**src/rtl/fu_div_arbiter.sv**
```systemverilog
// Round-robin arbiter sharing a two-lane pipelined FP16 divider among NUM_REQ
// requesters. A tag pipeline matched to the divider latency routes every
// result back to the requester that issued it.
module fu_div_arbiter #(
    parameter int unsigned NUM_REQ     = 4,
    parameter int unsigned DATA_WIDTH  = 16,
    parameter int unsigned DIV_LATENCY = 5
) (
    input  logic                              clk,
    input  logic                              rst_n,
    input  logic                              flush,
    input  logic [NUM_REQ-1:0]                req_valid,
    output logic [NUM_REQ-1:0]                req_ready,
    input  logic [NUM_REQ*2*DATA_WIDTH-1:0]   req_opa,
    input  logic [NUM_REQ*2*DATA_WIDTH-1:0]   req_opb,
    output logic [2*DATA_WIDTH-1:0]           div_a,
    output logic [2*DATA_WIDTH-1:0]           div_b,
    input  logic [2*DATA_WIDTH-1:0]           div_z,
    output logic [NUM_REQ-1:0]                rsp_valid,
    output logic [2*DATA_WIDTH-1:0]           rsp_data,
    output logic                              busy,
    output logic [15:0]                       issue_cnt
);

    localparam int unsigned WORD_W = 2 * DATA_WIDTH;
    localparam int unsigned PTR_W  = (NUM_REQ > 1) ? $clog2(NUM_REQ) : 1;
    localparam int unsigned DEPTH  = DIV_LATENCY + 1;
    localparam int unsigned LAST   = DEPTH - 1;

    logic [PTR_W-1:0]            ptr_q, ptr_d;
    logic [WORD_W-1:0]           div_a_q, div_a_d;
    logic [WORD_W-1:0]           div_b_q, div_b_d;
    logic [DEPTH-1:0]            tag_vld_q, tag_vld_d;
    logic [DEPTH-1:0][PTR_W-1:0] tag_idx_q, tag_idx_d;
    logic [NUM_REQ-1:0]          rsp_valid_q, rsp_valid_d;
    logic [WORD_W-1:0]           rsp_data_q, rsp_data_d;
    logic                        busy_q, busy_d;
    logic [15:0]                 issue_cnt_q, issue_cnt_d;

    logic                        gnt_vld_c;
    logic [PTR_W-1:0]            gnt_idx_c;
    logic [WORD_W-1:0]           opa_sel_c;
    logic [WORD_W-1:0]           opb_sel_c;

    // Round-robin scan from ptr upward; grants suppressed in reset and flush.
    always_comb begin
        int unsigned idx;
        idx       = 0;
        gnt_vld_c = 1'b0;
        gnt_idx_c = '0;
        req_ready = '0;
        if (rst_n && !flush) begin
            for (int unsigned k = 0; k < NUM_REQ; k++) begin
                idx = (32'(ptr_q) + k) % NUM_REQ;
                if (!gnt_vld_c && req_valid[PTR_W'(idx)]) begin
                    gnt_vld_c = 1'b1;
                    gnt_idx_c = PTR_W'(idx);
                end
            end
        end
        req_ready[gnt_idx_c] = gnt_vld_c;
    end

    // Operand select for the granted requester.
    always_comb begin
        opa_sel_c = '0;
        opb_sel_c = '0;
        for (int unsigned i = 0; i < NUM_REQ; i++) begin
            if (PTR_W'(i) == gnt_idx_c) begin
                opa_sel_c = req_opa[i*WORD_W +: WORD_W];
                opb_sel_c = req_opb[i*WORD_W +: WORD_W];
            end
        end
    end

    // Next state: pointer, issue registers, tag shift, response, busy.
    always_comb begin
        ptr_d       = ptr_q;
        div_a_d     = div_a_q;
        div_b_d     = div_b_q;
        issue_cnt_d = issue_cnt_q;
        tag_vld_d   = {tag_vld_q[DEPTH-2:0], gnt_vld_c};
        tag_idx_d   = {tag_idx_q[DEPTH-2:0], gnt_idx_c};
        rsp_valid_d = '0;
        rsp_data_d  = rsp_data_q;

        if (gnt_vld_c) begin
            ptr_d       = (gnt_idx_c == PTR_W'(NUM_REQ - 1)) ? '0 : gnt_idx_c + PTR_W'(1);
            div_a_d     = opa_sel_c;
            div_b_d     = opb_sel_c;
            issue_cnt_d = issue_cnt_q + 16'd1;
        end

        // The exiting tag lines up with div_z for the same operation.
        if (tag_vld_q[LAST] && !flush) begin
            for (int unsigned i = 0; i < NUM_REQ; i++) begin
                rsp_valid_d[i] = (tag_idx_q[LAST] == PTR_W'(i));
            end
            rsp_data_d = div_z;
        end

        if (flush) begin
            tag_vld_d = '0;
        end

        busy_d = (|tag_vld_d) | (tag_vld_q[LAST] & ~flush);
    end

    // State registers with synchronous active-low reset.
    always_ff @(posedge clk) begin
        if (!rst_n) begin
            ptr_q       <= '0;
            div_a_q     <= '0;
            div_b_q     <= '0;
            tag_vld_q   <= '0;
            tag_idx_q   <= '0;
            rsp_valid_q <= '0;
            rsp_data_q  <= '0;
            busy_q      <= 1'b0;
            issue_cnt_q <= '0;
        end else begin
            ptr_q       <= ptr_d;
            div_a_q     <= div_a_d;
            div_b_q     <= div_b_d;
            tag_vld_q   <= tag_vld_d;
            tag_idx_q   <= tag_idx_d;
            rsp_valid_q <= rsp_valid_d;
            rsp_data_q  <= rsp_data_d;
            busy_q      <= busy_d;
            issue_cnt_q <= issue_cnt_d;
        end
    end

    assign div_a     = div_a_q;
    assign div_b     = div_b_q;
    assign rsp_valid = rsp_valid_q;
    assign rsp_data  = rsp_data_q;
    assign busy      = busy_q;
    assign issue_cnt = issue_cnt_q;

endmodule

```
**config.mk**
```make
export PLATFORM = sky130hd
export DESIGN_NAME = fu_div_arbiter
export DESIGN_NICKNAME = d
export VERILOG_FILES = /design/src/rtl/fu_div_arbiter.sv
export SDC_FILE = /design/constraint.sdc
export NUM_CORES = 1
export LEC_CHECK = 0
export ABC_AREA = 0
export BUFFER_PORTS_ARGS = -buffer_cell sky130_fd_sc_hd__buf_2
export CAP_MARGIN = 20
export CORE_AREA = 4 4 161 163
export CTS_CLUSTER_DIAMETER = 100
export DETAILED_ROUTE_END_ITERATION = 10
export DIE_AREA = 0 0 165 167
export PLACE_DENSITY = 0.66
export SETUP_SLACK_MARGIN = 0.15
export SLEW_MARGIN = 30
export SYNTH_ARGS = -nofsm -noshare
export SYNTH_HDL_FRONTEND = slang
export SYNTH_SLANG_ARGS = --single-unit
```
**constraint.sdc**
```tcl
create_clock -name clk -period 5.25 [get_ports clk]
set_input_delay 0.525 -clock clk [delete_from_list [all_inputs] [get_ports clk]]
set_output_delay 0.525 -clock clk [all_outputs]
set_load 0.005 [all_outputs]
```
---- Word level (Yosys, flattened, before mapping) ----
Cells that the tools add are included.
operators by class
  bitwise gates (word level) .............. 4
  $lt $le $gt $ge ......................... 6
  muxes and demuxes ....................... 33
  equal/unequal tests ..................... 7
  reduce and logical (&&, ||, !) cells .... 14
  add/subtract/negate cells ............... 5
operator list
  kind                                                  count
  two-way mux 32 bit                                    8
  adder 16 x 1 -> 16 bit (second input constant)        1
  < comparator 2 x 3 -> 1 bit (second input constant)   5
  two-way mux 1 bit                                     13
  two-way mux 2 bit                                     6
  binary-select mux 1 bit (select 2 bit)                4
  equality test 2 bit (second input constant)           3
  logical AND 1 bit                                     6
  two-way mux 6 bit                                     1
  OR reduction 6 bit                                    1
  adder 2 x 1 -> 2 bit (second input constant)          2
  adder 2 bit (second input constant)                   2
  AND 4 bit                                             1
  equality test 2 bit (first input constant)            2
  zero test 1 bit                                       4
  zero test 2 bit                                       2
  demux 1 bit (select 2 bit)                            1
  equality test 1 x 2 -> 1 bit (first input constant)   1
  equality test 2 x 1 -> 1 bit (second input constant)  1
  >= comparator 2 x 1 -> 1 bit (second input constant)  1
  AND reduction 2 bit                                   1
  AND 1 bit                                             1
  NOT 1 bit                                             1
  bitwise OR 1 bit                                      1
word-level totals
  output and inout port bits .............. 121
  logic and storage cells ................. 83
  register bits after elaboration ......... 137
  bits of input ports ..................... 295

---- Logic depth before layout (Yosys ltp) ----
Gate-level depths: netlist (run 1).
  word-level depth ........................ 21
  mapped depth ............................ 12
  gate-level depth less buffers ........... 9

---- Worst setup path after synthesis (run 1) ----
No wires, ideal clock.
  path type ............................... input -> output
  from .................................... in req_valid[0]
  to ...................................... out req_ready[2]
  arrival ................................. 2.380 ns
  required time ........................... 4.725 ns
  slack ................................... 2.345 ns
  buffers on the path ..................... 3
  stages on the path ...................... 8
  cells stage by stage .................... or4_4 nand2_4 buf_6 a211o_1 ha_1 clkbuf_1 clkbuf_1 and3_1
on the way
  word-level cells in the longest chain between the ends .. 21
  elaborated cells between the ends (all ways) .. 33
  those cells by class .................... 2 x order compare; 23 x mux; 1 x bitwise; 7 x reduce/logical
RTL lines
  what                                                                                               RTL line  RTL
  start: declaration                                                                                 12        input logic [NUM_REQ-1:0] req_valid,
  binary-select mux 1 bit (select 2 bit)                                                             55        if (!gnt_vld_c && req_valid[PTR_W'(idx)]) begin
  two-way mux 1 bit (not written as such)                                                            55
  two-way mux 1 bit                                                                                  55
  two-way mux 1 bit                                                                                  52        if (rst_n && !flush) begin
  zero test 1 bit                                                                                    55
  logical AND 1 bit                                                                                  55
  two-way mux 1 bit                                                                                  55
  two-way mux 1 bit                                                                                  52
  [... 5 more ...]                                                                                   n/a
  logical AND 1 bit                                                                                  55
  two-way mux 2 bit                                                                                  55
  two-way mux 2 bit                                                                                  52
  < comparator 2 x 3 -> 1 bit (not written as such) or >= comparator 2 x 1 -> 1 bit (tied branches)  61        req_ready[gnt_idx_c] = gnt_vld_c;
  logical AND 1 bit (not written as such)                                                            61
  two-way mux 1 bit (not written as such)                                                            61
  demux 1 bit (select 2 bit)                                                                         61
  AND 4 bit (no line) *                                                                              n/a
  end: declaration                                                                                   13        output logic [NUM_REQ-1:0] req_ready,
Mark *: on every way between the ends. The rest lies on a longest branch, timed or not. The select of a mux whose other input is x is not followed.

---- Final worst setup path (run 1) ----
  from .................................... in flush
  to ...................................... out req_ready[3]
on the way
  word-level cells in the longest chain between the ends .. 8
  elaborated cells between the ends (all ways) .. 10
  those cells by class .................... 2 x order compare; 4 x mux; 1 x bitwise; 3 x reduce/logical
RTL lines
  what                                                                                               RTL line  RTL
  start: declaration                                                                                 11        input logic flush,
  zero test 1 bit *                                                                                  52
  logical AND 1 bit *                                                                                52
  two-way mux 2 bit *                                                                                52
  named net gnt_idx_c[0]                                                                             41        logic [PTR_W-1:0] gnt_idx_c;
  < comparator 2 x 3 -> 1 bit (not written as such) or >= comparator 2 x 1 -> 1 bit (tied branches)  61
  logical AND 1 bit (not written as such)                                                            61
  two-way mux 1 bit (not written as such)                                                            61
  demux 1 bit (select 2 bit) *                                                                       61
  AND 4 bit (no line) *                                                                              n/a
Mark *: on every way through the listed nets, which the timed path passes. The rest lies on a longest branch.

==> results.tsv, run 1 <==
metric	value	unit
Synth-to-Final Area Change	43.44	%
Sw Pwr	0.0008693	W
Fin Clk Skew	12.14	ps
vias in the first global route	7370	
Slew @ Worst Pin	947.7	ps
Antenna Nets Post-Route	0	
Int Power	0.001998	W
Placed Cells	1497	
CP startpoint	flush	
Relative slew margins	36.82	%
Clk Latency, worst-skew pair	420	ps
crit path time final	4178	ps
effective utilization at floorplan	27.40	%
Crit path arrival time	3650	ps
mean routed wirelength per cell	17.45	um
Leak	4.762	nW
Sequential Power Share	39.6	%
hold buffers post-CTS	0	
share of cells above drive strength 1	38.92	%
setup bufs post-CTS	0	
Clock Power Share	42.9	%
Final period util	79.57	%
Worst Hold Class	input port to register	
CP startpoint kind	input port	
I/O pin total	416	
cells along the critical path	buf_2 > nor2b_1 > buf_4 > nand2_4 > a211oi_1 > ha_4 > buf_4 > and3_1 > buf_2	
Slew Limit Fails	0	
worst vdd ir	0.2124	mV
Syn Std Cell Area	0.006663	sq mm
synth unique cells	45	
Yosys reg bits	137	
total number of vias	7927	
RSZ-0062 raised after global routing	false	
Reg clk slew, reported paths	80	ps
Post-synth EDFFs	0	
crit-path max cell delay	700	ps
GRT Overall Usage	18.06	%
Cell Pwr Density	300.1	mW/mm^2
DRT iter0 DRCs	541	
Hold WS	335.2	ps
vias per cell	5.171	
Most used DFF post-synth	dfxtp_1	
Setup CP Type	input port to output port	
gr ovfl total	0	
CTS buffer count	17	
clock root buffer	clkbuf_16	
Die Span Y	167	um
commonest non-fill, non-tap cell in the layout	buf_2	
Critical-path top delay cell	buf_4	
area occupied by multi-input gates	0.003364	sq mm
die area	0.02756	sq mm
initial antenna violation count	4	
Avg Cell Area, Syn	8.047	sq um
CTS sink cnt	137	
fin nets	1492	
sw frac	30.32	%
Gate power share	17.4	%
Die W	165	um
Final Hold Viols	0	
Critical Path End Type	output port	
worst r2r path cells	9	
DR DRC count	0	
# port buffers	415	
Syn Inst Count	828	
# fillers	2528	
hold_sp	div_z[15]	
most frequent cells in the layout	415 x buf_2, 231 x a21oi_1, 137 x dfxtp_1, 73 x nand2_1, 66 x inv_1	
FMAX	239.4	MHz
TritonRoute pass-1 iters	5	
register area	0.002743	sq mm
Critical R2R Launch	ptr_q[0]	
status	complete, no violations	
final std cells w/o fill	1533	
Fin Setup TNS	0	ps
syn nets	1128	
Yosys warnings	0	
Longest Clk Path Bufs	2	
Max Fanout on Critical Path	80	
cts repair resizes	0	
DP HPWL	19350	um
WL final	26750	um
sequential share of the synthesized area	41.16	%
max-cap check violation count	0	
final setup fails	0	
CTS H-Tree Depth	4	
Hold Crit Depth	3	
core box area	0.02432	sq mm
share of flip-flops with an asynchronous set or reset	0	%
GPL Wtd Cong	0.8942	
first-pass GRT wire length	39690	um
CTS tree	yes	
Worst EP required	4720	ps
row count	57	
largest net degree at the start of global routing	85	
==> sequential cells by signal (all words and copies together) (netlist names) <==
| signal | cells |
|---|---|
| div_a | 32 |
| div_b | 32 |
| rsp_data | 32 |
| issue_cnt | 16 |
| tag_idx_d | 10 |
| tag_vld_q | 6 |
| rsp_valid | 4 |
| ptr_q | 2 |
| tag_idx_q | 2 |
| busy | 1 |
==> path summary, 6_finish.rpt <==
check / endpoint / slack [ps]
setup / recovery: req_ready[3] / 1070
hold / removal: rsp_data[15] / 340
setup reg to reg: div_b[8] / 1990
hold reg to reg: tag_idx_d[9] / 430
==> logic make-up (layout without fill, tap and decap cells) <==
| family | Yosys count | after routing | synth area share [%] |
|---|---|---|---|
| compound gates | 381 | 381 | 36.54 |
| xor+xnor | 8 | 8 | 1.052 |
| fa+ha+maj | 5 | 5 | 0.9390 |
| buf+inv | 148 | 525 | 9.033 |
| flops | 137 | 137 | 41.16 |
| mux | 2 | 2 | 0.3005 |
| other cells | 0 | 4 | 0 |
| simple gates | 147 | 147 | 10.97 |
==> area by class of cell <==
class	count	share of cell area [%]
Multi-Input combinational cell	543	35.21
Sequential cell	137	28.70
Timing Repair Buffer	425	22.65
Clock buffer	17	4.451
Tap cell	324	4.242
Inverter	68	2.671
Clock inverter	15	1.977
Antenna cell	4	0.1047
==> cells in the mapped netlist (2+ instances only) <==
master    count  area (sq um)
dfxtp_1     137          2743
nand2b_1      5         31.28
nor3b_1       3         22.52
ha_1          5         62.56
or4_1         3         22.52
and4_1        3         26.28
and3_1        6         37.54
or3_1         2         12.51
nor2b_1       3         18.77
o21a_1        2         15.01
o31ai_1       3         22.52
inv_1        66         247.7
xor2_1        4         35.03
xnor2_1       4         35.03
a211oi_1      2         15.01
a221oi_1     64         560.5
nand4_1       2         12.51
o211a_1       2         20.02
nand3_1       8         40.04
nand2_1      73         274.0
a211o_1      65         569.3
inv_2         2         7.510
nor3_1        2         10.01
buf_1         9         33.78
buf_2        19         95.09
a21oi_1     231          1156
and2_1       15         93.84
mux2i_1       2         20.02
nor4_1        4         25.02
clkbuf_1     49         183.9
o21ai_0       6         30.03
buf_6         3         33.78
nor2_1       12         45.04
==> worst max-delay path: cells and delay by family <==
kind / cells / cell delay (ps)
adders and majority gates: 1 / 580
AOI/OAI and AO/OA: 1 / 560
buffers and inverters: 4 / 1190
and+or+nand+nor: 3 / 660
==> metrics by stage <==
stage               setup WS (ps)  utilization, %  power [W]  area (sq um)
finish                       1072           39.30   0.002867          9557
global route                896.9           39.29   0.003012          9554
CTS                          1114           39.26   0.002912          9547
detailed placement           1113           36.73   0.001658          8932
global placement             1153           36.69   0.001653          8924
floorplan                    2345               -   0.001413          6663
==> power groups by stage <==
stage | Sequential [W] | Clock, W | Combinational [W]
after floorplan | 0.00116 | 0 | 0.000255
after CTS | 0.00113 | 0.00127 | 0.000503
after global placement | 0.00116 | 0 | 0.000496
after detailed placement | 0.00116 | 0 | 0.000501
after global routing | 0.00114 | 0.00132 | 0.000552
final | 0.00114 | 0.00123 | 0.000500
==> per-layer routing <==
metal | GRT usage [%] | wire (um) | vias up
met4 | 5.606 | 599 | 2
met5 | 0 | 13 | -
li1 | - | - | 3755
met2 | 29.53 | 12980 | 385
met3 | 6.451 | 2439 | 48
met1 | 22.13 | 10720 | 3737
No activity file was read; power rests on OpenSTA's default activity.
==> run 2, diff against run 1 <==
Settings changed: ABC_AREA 0 to 1, CORE_AREA 4 4 161 163 to 4 4 157 159, DIE_AREA 0 0 165 167 to 0 0 161 163, PLACE_DENSITY 0.66 to 0.71.
Clock period 5.25 ns to 4.1 ns, I/O delays scaled along.
==> run 2 against run 1 <==
Effect of this change:
- utilization is 4.0 points higher
- final cell count is 20% higher
- sequential power is 31% higher
- global-route usage is 1.6 points higher
- first-iteration DRC count is 7.2% higher
- sequential cell count stayed put
- critical endpoint is now req_ready[1]
==> results.tsv, run 2 <==
metric	value	unit	change
initial antenna violation count	3		was 4
CTS tree	yes		unchanged
WP buf/inv	5		was 4
Commonest cells post-synth	408 x nand2_1, 162 x o21ai_0, 137 x dfxtp_1		was 231 x a21oi_1, 137 x dfxtp_1, 73 x nand2_1
most frequent cells in the layout	414 x buf_2, 408 x nand2_1, 162 x o21ai_0, 137 x dfxtp_1, 96 x nand3_1		was 415 x buf_2, 231 x a21oi_1, 137 x dfxtp_1, 73 x nand2_1, 66 x inv_1
synth unique cells	27		was 45
final setup fails	0		unchanged
Worst Hold Class	input port to register		unchanged
Longest Clk Path Bufs	2		unchanged
Sw Pwr	0.001250	W	was 0.0008693 W
CTS sink cnt	137		unchanged
Hold Crit Depth	3		unchanged
status	complete, no violations		unchanged
effective utilization at floorplan	30.61	%	was 27.40%
syn nets	1432		was 1128
max-cap check violation count	0		unchanged
cts repair resizes	0		unchanged
core box area	0.02326	sq mm	was 0.02432 sq mm
TritonRoute pass-1 iters	5		unchanged
Synth-to-Final Area Change	41.49	%	was 43.44%
Die Span Y	163	um	was 167 um
RSZ-0062 raised after global routing	false		unchanged
crit-path max cell delay	500	ps	was 700 ps
Setup CP Type	register to output port		was input port to output port
Critical-path top delay cell	dfxtp_1		was buf_4
Critical Path End Type	output port		unchanged
cell taking the most area after synthesis	dfxtp_1		unchanged
sw frac	31.24	%	was 30.32%
setup bufs post-CTS	0		unchanged
# port buffers	415		unchanged
worst vdd ir	0.1939	mV	was 0.2124 mV
placed cell area	0.009442	sq mm	was 0.008932 sq mm
Relative slew margins	40.33	%	was 36.82%
top cells by area, synth	dfxtp_1 39%, nand2_1 22%, o21ai_0 11%, nand3_1 6.7%, a21oi_1 5.5%		was dfxtp_1 41%, a21oi_1 17%, a211o_1 8.5%, a221oi_1 8.4%, nand2_1 4.1%
vias per cell	4.740		was 5.171
top-area cell type share of the netlist area	38.52	%	was 41.16%
commonest non-fill, non-tap cell in the layout	buf_2		unchanged
Gate power share	22.8	%	was 17.4%
DP HPWL	20800	um	was 19350 um
row count	56		was 57
GRT Overall Usage	19.70	%	was 18.06%
worst r2r path cells	18		was 9
crit path time final	3559	ps	
Die W	161	um	was 165 um
routing usage on met2	32.19	%	was 29.53%
Fin Setup TNS	0	ps	unchanged
Slew @ Worst Pin	895.0	ps	was 947.7 ps
clock root buffer	clkbuf_16		unchanged
Cell Pwr Density	397.1	mW/mm^2	was 300.1 mW/mm^2
Antenna Nets Post-Route	0		unchanged
Yosys warnings	0		unchanged
first-pass GRT wire length	41680	um	was 39690 um
total number of vias	8735		was 7927
area occupied by multi-input gates	0.003875	sq mm	was 0.003364 sq mm
die area	0.02624	sq mm	was 0.02756 sq mm
Syn Inst Count	1132		was 828
Sequential Power Share	37.3	%	was 39.6%
WL final	27520	um	was 26750 um
Avg Cell Area, Syn	6.290	sq um	was 8.047 sq um
DR DRC count	0		unchanged
# fillers	2458		was 2528
Clock Power Share	39.9	%	was 42.9%
Post-synth EDFFs	0		unchanged
met3 Use GR	5.062	%	was 6.451%
CP startpoint kind	register		was input port
global-route layer with the greatest usage	met2		unchanged
CTS buffer count	17		unchanged
hold buffers post-CTS	0		unchanged
Leak	5.341	nW	was 4.762 nW
Hold Path End	rsp_data[8]		was rsp_data[15]
hold_sp	div_z[8]		was div_z[15]
vias in the first global route	8099		was 7370
Max Fanout on Critical Path	65		was 80
share of flip-flops with an asynchronous set or reset	0	%	unchanged
reg-to-reg slack, setup	770	ps	was 1990 ps
largest net degree at the start of global routing	112		was 85
CTS H-Tree Depth	4		unchanged
GPL Wtd Cong	0.9503		was 0.8942
top-count cell post-synth	nand2_1		was a21oi_1
Crit path arrival time	3150	ps	was 3650 ps
Int Power	0.002751	W	was 0.001998 W
final instance area	0.01007	sq mm	was 0.009557 sq mm
I/O pin total	416		unchanged
gr ovfl total	0		unchanged
register area	0.002743	sq mm	unchanged
share of cells above drive strength 1	31.82	%	was 38.92%
reg2reg end	div_a[25]		was div_b[8]
cells along the critical path	inv_4 > nand2_1 > nand2_1 > o21ai_2 > inv_2 > nand3_4 > nand2_4 > nor2_1 > ha_2 > buf_6 > inv_1 > nor2_1 > buf_2		was buf_2 > nor2b_1 > buf_4 > nand2_4 > a211oi_1 > ha_4 > buf_4 > and3_1 > buf_2
Most used DFF post-synth	dfxtp_1		unchanged
Reg clk slew, reported paths	70	ps	was 80 ps
Yosys reg bits	137		unchanged
Worst EP required	3690	ps	was 4720 ps
mean routed wirelength per cell	14.93	um	was 17.45 um
Fin Clk Skew	10.81	ps	was 12.14 ps
Critical R2R Launch	ptr_q[0]		unchanged
Final Hold Viols	0		unchanged
DRT iter0 DRCs	580		was 541
Global Route met1 Usage	25.31	%	was 22.13%
FMAX	281.0	MHz	
Final period util	86.81	%	
sequential share of the synthesized area	38.52	%	was 41.16%
Clk Latency, worst-skew pair	410	ps	was 420 ps
Crit path max-delay family	simple AND/OR/NAND/NOR gates		was buffers and inverters
Slew Limit Fails	0		unchanged
fin nets	1808		was 1492
Syn Std Cell Area	0.007121	sq mm	was 0.006663 sq mm
==> run 2: changes by cell type after synthesis, sizes merged, moves of 6 or more <==
cell	previous run	this run
clkbuf	49	61
and2	15	1
nor2	12	97
nand2	74	410
o21ai	6	163
and3	6	0
inv	68	45
a211o	65	0
buf	31	18
a21oi	231	78
nand3	9	97
a221oi	64	0
==> run 2: power groups by stage <==
stage / clock, W / sequential (W) / combinational [W]
2_1_floorplan: 0 / 0.00152 / 0.000486
6_report: 0.00160 / 0.00149 / 0.000911
3_5_place_dp: 0 / 0.00152 / 0.000913
4_1_cts: 0.00165 / 0.00149 / 0.000916
5_1_grt: 0.00171 / 0.00150 / 0.00102
3_3_place_gp: 0 / 0.00152 / 0.000904
==> run 2: through the flow <==
step | cells | util, % | total power (W) | setup slack (ps) | hold WS, ps
finish | 1843 | 43.31 | 0.004001 | 540.8 | 218.0
detailed placement | 1808 | 40.59 | 0.002431 | 548.1 | 398.1
CTS | 1840 | 43.24 | 0.004056 | 183.1 | 193.8
floorplan | 1132 | - | 0.002007 | 1388 | 390.5
global placement | 1808 | 40.57 | 0.002422 | 618.9 | 397.0
global route | 1843 | 43.31 | 0.004236 | 251.7 | 199.6
==> run 2: worst min-delay path: stages <==
cell and delay (ps):
buf_2 70, nor2_1 30, nor2_1 80
==> run 2: layout make-up <==
type / count / area share (%)
Multi-Input combinational cell: 871 / 38.46
Sequential cell: 137 / 27.22
Timing Repair Buffer: 436 / 22.40
Clock buffer: 18 / 4.359
Tap cell: 319 / 3.962
Clock inverter: 14 / 1.776
Inverter: 45 / 1.739
Antenna cell: 3 / 0.07452
==> run 2: metal layers <==
metal | vias to the layer above | wire length [um]
met5 | - | 0
met4 | 0 | 746
met3 | 53 | 2407
met2 | 379 | 12850
met1 | 3879 | 11510
li1 | 4424 | -
==> run 2: cell families (layout without fill, tap and decap cells) <==
group	Yosys count	after routing	share of synthesized area, %
other cells	0	3	0
flops	137	137	38.52
fa+ha+maj	5	5	0.8786
simple gates	614	614	34.81
compound gates	242	242	17.11
buf+inv	124	513	7.450
xor+xnor	10	10	1.230
==> run 2: worst max-delay path by stage <==
stage / start / endpoint / slack [ps] / depth (start not counted)
after floorplan: ptr_q[0] / req_ready[1] / 1390 / 15
after global placement: req_valid[3] / div_a[30] / 620 / 17
after detailed placement: req_valid[3] / div_a[30] / 550 / 17
after CTS: ptr_q[0] / req_ready[2] / 180 / 13
after global routing: ptr_q[0] / req_ready[1] / 250 / 13
final: ptr_q[0] / req_ready[1] / 540 / 13
